[src/rtl/pwm_peripheral.sv]
// pwm_peripheral: 16-pin output block, each pin static or shared 8-bit PWM.
// Build option: define PWM_DUTY_SHADOW_EN to latch duty only at period wrap.
//
// Ports:
//   clk              system clock, all state on rising edge
//   rst_n            asynchronous active-low reset
//   en_reg_out_7_0   output enables for out[7:0]
//   en_reg_out_15_8  output enables for out[15:8]
//   en_reg_pwm_7_0   PWM-mode selects for out[7:0]
//   en_reg_pwm_15_8  PWM-mode selects for out[15:8]
//   pwm_duty_cycle   duty value, 0x00 = always low, 0xFF = always high
//   out              registered pin drive
//   period_start     one-clock pulse when the PWM count wraps to 0x00
module pwm_peripheral #(
    parameter int unsigned PRESCALE = 13
) (
    input  logic        clk,
    input  logic        rst_n,
    input  logic [7:0]  en_reg_out_7_0,
    input  logic [7:0]  en_reg_out_15_8,
    input  logic [7:0]  en_reg_pwm_7_0,
    input  logic [7:0]  en_reg_pwm_15_8,
    input  logic [7:0]  pwm_duty_cycle,
    output logic [15:0] out,
    output logic        period_start
);

    localparam logic [15:0] PS_MAX = 16'(PRESCALE - 1);

    logic [15:0] en_out;
    logic [15:0] en_pwm;
    logic [15:0] prescaler_q, prescaler_d;
    logic [7:0]  pwm_count_q, pwm_count_d;
    logic [15:0] out_q, out_d;
    logic        period_start_q, period_start_d;
    logic        tick;
    logic        wrap;
    logic        pwm_signal;
    logic [7:0]  duty_eff;

    assign en_out = {en_reg_out_15_8, en_reg_out_7_0};
    assign en_pwm = {en_reg_pwm_15_8, en_reg_pwm_7_0};

    always_comb begin
        tick           = (prescaler_q == PS_MAX);
        prescaler_d    = tick ? 16'd0 : prescaler_q + 16'd1;
        pwm_count_d    = tick ? pwm_count_q + 8'd1 : pwm_count_q;
        wrap           = tick && (pwm_count_q == 8'hFF);
        period_start_d = wrap;
    end

`ifdef PWM_DUTY_SHADOW_EN
    logic [7:0] duty_shadow_q, duty_shadow_d;

    // Duty is captured on the wrapping tick so a whole period uses one value.
    always_comb begin
        duty_shadow_d = wrap ? pwm_duty_cycle : duty_shadow_q;
        duty_eff      = duty_shadow_d;
    end

    always_ff @(posedge clk or negedge rst_n) begin
        if (!rst_n) begin
            duty_shadow_q <= 8'h00;
        end else begin
            duty_shadow_q <= duty_shadow_d;
        end
    end
`else
    always_comb begin
        duty_eff = pwm_duty_cycle;
    end
`endif

    // The compare looks at the count value being loaded this edge, so the
    // registered pin rises on the same edge that raises period_start.
    always_comb begin
        if (duty_eff == 8'hFF) begin
            pwm_signal = 1'b1;
        end else begin
            pwm_signal = (pwm_count_d < duty_eff);
        end
        out_d = '0;
        for (int i = 0; i < 16; i++) begin
            if (en_out[i]) begin
                out_d[i] = en_pwm[i] ? pwm_signal : 1'b1;
            end
        end
    end

    always_ff @(posedge clk or negedge rst_n) begin
        if (!rst_n) begin
            prescaler_q    <= 16'd0;
            pwm_count_q    <= 8'd0;
            out_q          <= 16'h0000;
            period_start_q <= 1'b0;
        end else begin
            prescaler_q    <= prescaler_d;
            pwm_count_q    <= pwm_count_d;
            out_q          <= out_d;
            period_start_q <= period_start_d;
        end
    end

    assign out          = out_q;
    assign period_start = period_start_q;

endmodule

[config.mk]
export PLATFORM = sky130hd
export DESIGN_NAME = pwm_peripheral
export DESIGN_NICKNAME = d
export VERILOG_FILES = /design/src/rtl/pwm_peripheral.sv
export SDC_FILE = /design/constraint.sdc
export NUM_CORES = 1
export LEC_CHECK = 0
export BUFFER_PORTS_ARGS = -buffer_cell sky130_fd_sc_hd__buf_2
export CORE_MARGIN = 2
export CORE_UTILIZATION = 50
export CTS_CLUSTER_SIZE = 8
export DETAILED_ROUTE_END_ITERATION = 8
export PLACE_DENSITY = 0.76
export SYNTH_ARGS = -nofsm -noshare
export SYNTH_HDL_FRONTEND = slang
export SYNTH_SLANG_ARGS = --single-unit
[constraint.sdc]
create_clock -name clk -period 3.9 [get_ports clk]
set_input_delay 0.195 -clock clk [delete_from_list [all_inputs] [get_ports clk]]
set_output_delay 0.195 -clock clk [all_outputs]
set_load 0.02 [all_outputs]
==> impl_metrics.ini, run 1 <==
[run_status]
status = completed

[critical_path]
start_kind = flop
slowest_stage = and4_1
crit_chain = inv_1 -> ha_1 -> nor4b_2 -> and4_1 -> nand3_1 -> xnor2_1 -> ha_1 -> and4_1 -> a21oi_1 -> buf_4 -> a21oi_1 -> a311oi_2
cp.arrival_ns = 3.50
crit_path_max_fanout = 16
crit_type = flop to flop
worstPathRequired_ns = 4.08
end_kind = flop
cpPeakStageDelay_ns = 0.59

[cells_and_area]
final_common_cell = buf_2
nNetsFinal = 321
nFillCells = 366
area_delta_synth_final_pct = 18.57
fin_util = 0.6084
multi_input_area_sq_um = 1032
drive_above_1_share = 0.3000
seq_area_sq_um = 1026
antenna_cells = 0
final_cell_mix = buf_2, dfrtp_1, inv_1

[logic_synthesis]
synth.cell_area_sq_um = 2203
yosys_register_bits = 41
yosysUniqueCellTypes = 31
synth_top_cell_area_share = 0.4656
syn_inst = 210
yosysSeqAreaShare = 0.4656
synth_area_per_cell_sq_um = 10.49
yosys_warnings = 0
yosys.area.top_type = dfrtp_1
synth_area_leaders = dfrtp_1, a311oi_2, xnor2_1, ha_1, inv_1
syn_nets = 262

[placed_design]
pre_cts_ws_ns = 0.6708
dp_hpwl_microns = 3329
place_congestion = 0.8180
port_buffers = 58

[global_route]
grt_pass1_vias = 1706
grt_pass1_wl_microns = 7728
antenna_found_initial = 0
grt_max_degree = 42
grtUsageTotal = 0.1979
grt-ovfl-total = 0

[power_and_ir_drop]
ir_worst_vdd_v = 0.0001542
powerDensity_nw_per_um2 = 299.7
combPwrFrac = 0.101
p_int_mw = 0.5892
swShare = 0.2473
p_total_mw = 0.7829
power.switching_mw = 0.1936
clock_power_share = 0.343
seq_power_share = 0.556
leakagePower_nw = 1.287

[clock_network]
cts_sinks = 41
cts_max_path_buffers = 2
hold_buffers = 0
ctsHtreeMaxLevel = 2
cts_resized = 0
cts-root-buf = clkbuf_8
clk_transition_reported_paths_ns = 0.08
tritoncts = yes
cts_made_buffers = 5
clock_latency_ns = 0.29
cts_setup_buffers = 0

[die]
die_y_microns = 70.39
rows = 24
io_pins = 59
coreArea_sq_um = 4294
die_w_microns = 70.39
dieArea_sq_um = 4954
start_util = 0.5131

[sta]
rsz0062_at_grt = false
fin_crit_sh = 0.8522
finClkSkew_ns = 0.004580
fin_ws_ns = 0.5765
max_slew_margin = 0.3932
timing.fmax_ghz = 0.3009
drv_slew = 0
tightest_slew_ns = 0.9102
setup_tns_ns = 0
finalSetupViolCount = 0
finalCriticalPeriod_ns = 3.324
final_hold_viol_count = 0

[detailed_routing]
dr.pass1.iters = 4
drt_wl_total_microns = 4718
drtAntennaViolNets = 0
vias = 1774
drt_iter0_drc = 105
wl_per_cell_microns = 14.65
avgViaCountPerCell = 5.509
remaining_drc_errors = 0

[hold_path]
hold_path_class = primary input to asynchronous set/reset pin

[flow_run]
drv_cap = 0
==> cell type report <==
cell class / instances / area share
well taps: 52 / 0.02490
repair buffers: 61 / 0.1197
flip-flops and latches: 41 / 0.3927
clock buffers: 6 / 0.02778
clock inverters: 2 / 0.003831
multi-input cells: 135 / 0.3951
inverters: 25 / 0.03592
==> stage by stage <==
stage,hold slack (ns),cell area [sq um],cells
3_3_place_gp,0.3709,2530,314
5_1_grt,0.1013,2613,322
6_report,0.03028,2613,322
4_1_cts,0.06421,2613,322
2_1_floorplan,-0.1006,2203,210
3_5_place_dp,0.3854,2530,314
==> state kept, by name, summed over array words and instances, names as in the netlist <==
| name | count |
|---|---|
| prescaler_q | 16 |
| out | 16 |
| pwm_count_q | 8 |
| period_start | 1 |
==> per-layer routing <==
layer	GRT usage	vias to the layer above	wire length (microns)
li1	-	865	-
met4	0.06624	0	65
met1	0.2613	854	2066
met3	0.03752	6	218
met5	0	-	0
met2	0.3270	49	2368
==> path summary, 6_finish.rpt <==
kind	slack (ns)	depth (start not counted)	end	start
min in group clk	0.09	2	out[1]	en_reg_pwm_7_0[1]
max in group asynchronous	3.30	1	out[9]	rst_n
min reg2reg	0.47	1	prescaler_q[15]	prescaler_q[15]
max reg2reg	0.58	12	out[12]	prescaler_q[0]
min	0.03	1	prescaler_q[8]	rst_n
max	0.58	12	out[12]	prescaler_q[0]
==> kinds of logic (layout without fill, tap and decap cells) <==
group,Yosys count,after routing,synth area share
and+or+nand+nor,49,49,0.1329
DFF,41,41,0.4656
adders and majority gates,10,10,0.05679
muxes,2,2,0.01533
xor gates and xnor gates,21,21,0.08348
AOI/OAI and AO/OA,53,53,0.1800
buffers and inverters,34,94,0.06587
==> power groups by stage <==
| stage | registers, mW | clock network, mW | logic, mW |
|---|---|---|---|
| after global routing | 0.436 | 0.287 | 0.0878 |
| after floorplan | 0.456 | 0 | 0.0218 |
| final | 0.435 | 0.269 | 0.0788 |
| after detailed placement | 0.444 | 0 | 0.0795 |
| after CTS | 0.435 | 0.274 | 0.0798 |
| after global placement | 0.444 | 0 | 0.0774 |
==> critical path: cells and delay by family, from the launching register on <==
kind                       cells  cell delay [ns]
xor gates and xnor gates       1             0.25
adders and majority gates      2             0.44
AOI/OAI and AO/OA              3             0.58
and+or+nand+nor                4             1.19
DFF                            1             0.42
buffers and inverters          2             0.31
==> cell usage after synthesis <==
library cell,number
a21o_1,2
a21oi_1,17
a311oi_1,6
a311oi_2,10
and2_1,3
and3_1,4
and3b_1,1
and4_1,5
and4bb_1,1
buf_2,2
buf_6,2
clkbuf_1,5
dfrtp_1,41
ha_1,10
inv_1,25
mux2_2,1
mux2i_4,1
nand2_1,6
nand3_1,5
nand4_1,10
nor2_1,9
nor2b_1,1
nor3_1,1
nor3b_1,1
nor4_1,1
nor4b_2,1
o2111ai_1,1
o21ai_0,16
o21ai_1,1
xnor2_1,15
xor2_1,6
Power figures use the tool's default switching activity.
==> inputs of run 2 (changes only) <==
--- a/config.mk
+++ b/config.mk
@@ -6,11 +6,13 @@
 export NUM_CORES = 1
 export LEC_CHECK = 0
 export BUFFER_PORTS_ARGS = -buffer_cell sky130_fd_sc_hd__buf_2
+export CELL_PAD_IN_SITES_DETAIL_PLACEMENT = 1
+export CELL_PAD_IN_SITES_GLOBAL_PLACEMENT = 1
 export CORE_MARGIN = 2
-export CORE_UTILIZATION = 50
+export CORE_UTILIZATION = 40
 export CTS_CLUSTER_SIZE = 8
 export DETAILED_ROUTE_END_ITERATION = 8
-export PLACE_DENSITY = 0.76
+export PLACE_DENSITY_LB_ADDON = 0.1
 export SYNTH_ARGS = -nofsm -noshare
 export SYNTH_HDL_FRONTEND = slang
 export SYNTH_SLANG_ARGS = --single-unit
==> impl_metrics.ini, run 2 (synthesis results as in run 1) <==
[global_route]
grt_pass1_wl_microns = 8397
antenna_found_initial = 0
grt-ovfl-total = 0
grtUsageTotal = 0.1759
grt_pass1_vias = 1800
grt_max_degree = 42

[sta]
finalCriticalPeriod_ns = 3.127
fin_crit_sh = 0.8018
finalSetupViolCount = 0
max_slew_margin = 0.3892
finClkSkew_ns = 0.01178
final_hold_viol_count = 0
tightest_slew_ns = 0.9163
timing.fmax_ghz = 0.3198
setup_tns_ns = 0
rsz0062_at_grt = false
drv_slew = 0

[critical_path]
crit_type = flop to flop
start_kind = flop
r2r_slack_ns = 0.77
worstPathRequired_ns = 4.08
end_kind = flop
cp.arrival_ns = 3.31
crit_path_max_fanout = 16

[clock_network]
cts_made_buffers = 5
cts_resized = 0
cts_sinks = 41
ctsHtreeMaxLevel = 2
cts_max_path_buffers = 2
cts-root-buf = clkbuf_8
clk_transition_reported_paths_ns = 0.08
hold_buffers = 0
clock_latency_ns = 0.29
cts_setup_buffers = 0
tritoncts = yes

[cells_and_area]
nFillCells = 644
antenna_cells = 0
nNetsFinal = 322
seq_area_sq_um = 1026
multi_input_area_sq_um = 1032
drive_above_1_share = 0.3000
final_cell_mix = buf_2, dfrtp_1, inv_1
fin_util = 0.4900
area_delta_synth_final_pct = 20.22
final_common_cell = buf_2

[power_and_ir_drop]
seq_power_share = 0.553
combPwrFrac = 0.098
leakagePower_nw = 1.291
power.switching_mw = 0.1837
powerDensity_nw_per_um2 = 298.1
ir_worst_vdd_v = 0.0001252
clock_power_share = 0.349
swShare = 0.2327
p_int_mw = 0.6058

[detailed_routing]
wl_per_cell_microns = 14.75
dr.pass1.iters = 4
remaining_drc_errors = 0
avgViaCountPerCell = 5.140
vias = 1758
drt_wl_total_microns = 5045
drt_iter0_drc = 56
drtAntennaViolNets = 0

[die]
rows = 27
die_w_microns = 78.22
start_util = 0.4076
io_pins = 59
die_y_microns = 78.22
dieArea_sq_um = 6118
coreArea_sq_um = 5405

[hold_path]
hold_path_class = primary input to asynchronous set/reset pin

[placed_design]
dp_hpwl_microns = 3667
port_buffers = 58
place_congestion = 0.7267

[flow_run]
drv_cap = 0

[run_status]
status = completed
## run 2: changes by cell type in the layout (fill, tap and decap cells not counted), sizes merged
| cell | change |
|---|---|
| clkbuf | +1 |
| clkinv | -2 |
| buf | +1 |
## run 2: power by group through the flow
stage          Clock [mW]  Sequential (mW)  Combinational, mW
2_1_floorplan           0            0.456             0.0218
3_3_place_gp            0            0.445             0.0789
3_5_place_dp            0            0.444             0.0800
4_1_cts             0.292            0.436             0.0800
5_1_grt             0.308            0.437             0.0878
6_report            0.276            0.436             0.0777
## run 2: routing by layer
metal	GRT usage	up-vias	wire (microns)
met5	0	-	0
met4	0.04737	0	53
met3	0.04253	7	233
met2	0.2853	43	2441
met1	0.2363	842	2317
li1	-	866	-
## run 2: critical path, stage by stage, from the launching register on
cell and delay (ns):
dfrtp_1 0.41, inv_1 0.07, ha_1 0.14, nor4b_2 0.18, and4_1 0.49, nand4_1 0.17, xnor2_1 0.30, ha_1 0.31
and4_1 0.21, a21oi_1 0.14, buf_4 0.24, a21oi_1 0.09, a311oi_1 0.28
## run 2: layout make-up
cell class / instances / area share
Sequential cell: 41 / 0.3873
Clock buffer: 7 / 0.03259
Timing Repair Buffer: 62 / 0.1209
Multi-Input combinational cell: 135 / 0.3897
Inverter: 25 / 0.03543
Tap cell: 72 / 0.03401
## run 2: per-stage QoR
step | cell area (sq um) | setup WS, ns | power, mW | instances | hold slack (ns)
detailed placement | 2562 | 0.7334 | 0.5244 | 335 | 0.3990
finish | 2649 | 0.7728 | 0.7895 | 342 | 0.04141
CTS | 2649 | 0.7381 | 0.8077 | 342 | 0.08014
global placement | 2562 | 0.8256 | 0.5235 | 335 | 0.3844
floorplan | 2203 | 0.8688 | 0.4775 | 210 | -0.1006
global route | 2649 | 0.4908 | 0.8331 | 342 | 0.08997
## run 2: worst paths after layout
path	start	end	cells after the start
worst max-delay path	prescaler_q[0]	out[1]	12
worst min-delay path	rst_n	prescaler_q[8]	1
worst max register to register	prescaler_q[0]	out[1]	12
worst min register to register	prescaler_q[15]	prescaler_q[15]	1
max in group asynchronous	rst_n	prescaler_q[13]	1
min in group clk	en_reg_pwm_7_0[4]	out[4]	2
==> inputs of run 3 (changes only) <==
==> constraint.sdc (replaced) <==
create_clock -name clk -period 3.2 [get_ports clk]
set_input_delay 0.16 -clock clk [delete_from_list [all_inputs] [get_ports clk]]
set_output_delay 0.16 -clock clk [all_outputs]
set_load 0.02 [all_outputs]
==> impl_metrics.ini, run 3 (synthesis results as in run 1) <==
[cells_and_area]
final_common_cell = buf_2
nNetsFinal = 322
instances_no_fill = 342
area_delta_synth_final_pct = 21.41
antenna_cells = 0
final_cell_mix = buf_2, dfrtp_1, inv_1
drive_above_1_share = 0.3111

[critical_path]
worst-path-buf-inv = 2
start_kind = flop
cpPeakStageDelay_ns = 0.41
crit_type = flop to flop
slowest_stage = dfrtp_1
crit_chain = inv_1 -> ha_1 -> nor4b_2 -> and4_2 -> nand3_1 -> xnor2_1 -> ha_1 -> and4_1 -> a21oi_1 -> buf_4 -> a21oi_1 -> a311oi_2
cp_top_family = simple AND/OR/NAND/NOR gates
crit_path_max_fanout = 16
cp.arrival_ns = 3.08
end_kind = flop
worstPathRequired_ns = 3.39

[detailed_routing]
wl_per_cell_microns = 14.69
drtAntennaViolNets = 0
drt_iter0_drc = 47
dr.pass1.iters = 4
remaining_drc_errors = 0
drt_wl_total_microns = 5025
avgViaCountPerCell = 5.129
vias = 1754

[hold_path]
hold_path_class = primary input to asynchronous set/reset pin

[sta]
hold_ws_ns = -0.007036
fin_crit_sh = 0.9015
drv_slew = 0
final_hold_viol_count = 16
finalCriticalPeriod_ns = 2.885
max_slew_margin = 0.4061
finalSetupViolCount = 0
finClkSkew_ns = 0.004022
tightest_slew_ns = 0.8908
setup_tns_ns = 0
rsz0062_at_grt = false
timing.fmax_ghz = 0.3466

[placed_design]
port_buffers = 58
place_congestion = 0.7971
dp_cells = 335
dp_hpwl_microns = 3747

[clock_network]
clock_latency_ns = 0.29
cts-root-buf = clkbuf_8
tritoncts = yes
ctsHtreeMaxLevel = 2
clk_transition_reported_paths_ns = 0.07
cts_sinks = 41
cts_made_buffers = 5
cts_max_path_buffers = 2

[global_route]
grt_pass1_wl_microns = 8549
grt-ovfl-total = 0
antenna_found_initial = 0
grt_max_degree = 42
grt_pass1_vias = 1876
grtUsageTotal = 0.1762

[die]
start_util = 0.4076
io_pins = 59
coreArea_sq_um = 5405
die_w_microns = 78.22
dieArea_sq_um = 6118
rows = 27
die_y_microns = 78.22

[run_status]
status = finished with violations
violations = negative hold slack

[power_and_ir_drop]
powerDensity_nw_per_um2 = 360.9
ir_worst_vdd_v = 0.0001770
leakagePower_nw = 1.304

[flow_run]
drv_cap = 0
==> run 3: cell counts in the layout (fill, tap and decap cells not counted) <==
Identical to the previous run, type by type.
==> run 3: report_power, final <==
part	leakage (nW)	switching, mW	internal [mW]
clock	0.0443	0.166	0.171
sequential	0.516	0.00276	0.528
combinational	0.744	0.0579	0.0393
==> run 3: per-stage QoR <==
stage               utilization  setup slack, ns  power, mW  hold slack (ns)  area [sq um]
finish                   0.4949           0.3151     0.9654        -0.007036          2675
global route             0.4949          0.04584      1.007          0.05550          2675
CTS                      0.4924           0.1720     0.9800          0.02615          2661
detailed placement       0.4764           0.1878     0.6400           0.3496          2575
global placement         0.4764           0.3034     0.6379           0.3457          2575
floorplan                     -           0.1688     0.5820          -0.1356          2203
==> run 3: metal layers <==
layer | vias to the layer above | wire, microns | GRT usage
met5 | - | 0 | 0
met4 | 0 | 34 | 0.04561
met3 | 4 | 211 | 0.03908
met2 | 36 | 2611 | 0.3138
met1 | 846 | 2168 | 0.2156
li1 | 868 | - | -
==> run 3: path summary, 6_finish.rpt <==
check,startpoint,end,slack [ns],cells after the start
setup / recovery,prescaler_q[0],out[12],0.32,12
hold / removal,rst_n,prescaler_q[9],-0.007,1
setup reg to reg,prescaler_q[0],out[12],0.32,12
hold reg to reg,prescaler_q[15],prescaler_q[15],0.47,1
max in group asynchronous,rst_n,pwm_count_q[1],2.65,1
min in group clk,en_reg_pwm_7_0[3],out[3],0.06,2
==> run 3: area by class of cell <==
class | count | area (sq um)
Fill cell | 644 | 2730
Tap cell | 72 | 90.09
Inverter | 25 | 93.84
Clock buffer | 7 | 86.33
Multi-Input combinational cell | 135 | 1046
Sequential cell | 41 | 1026
Timing Repair Buffer | 62 | 332.8
==> run 3: repair_timing <==
action | CTS | global route
hold buffers | 0 | 0
gates resized for setup | 0 | 3
setup buffers | 0 | 0
hold endpoints to repair | 0 | 0
endpoints found under the setup margin | 0 | 4
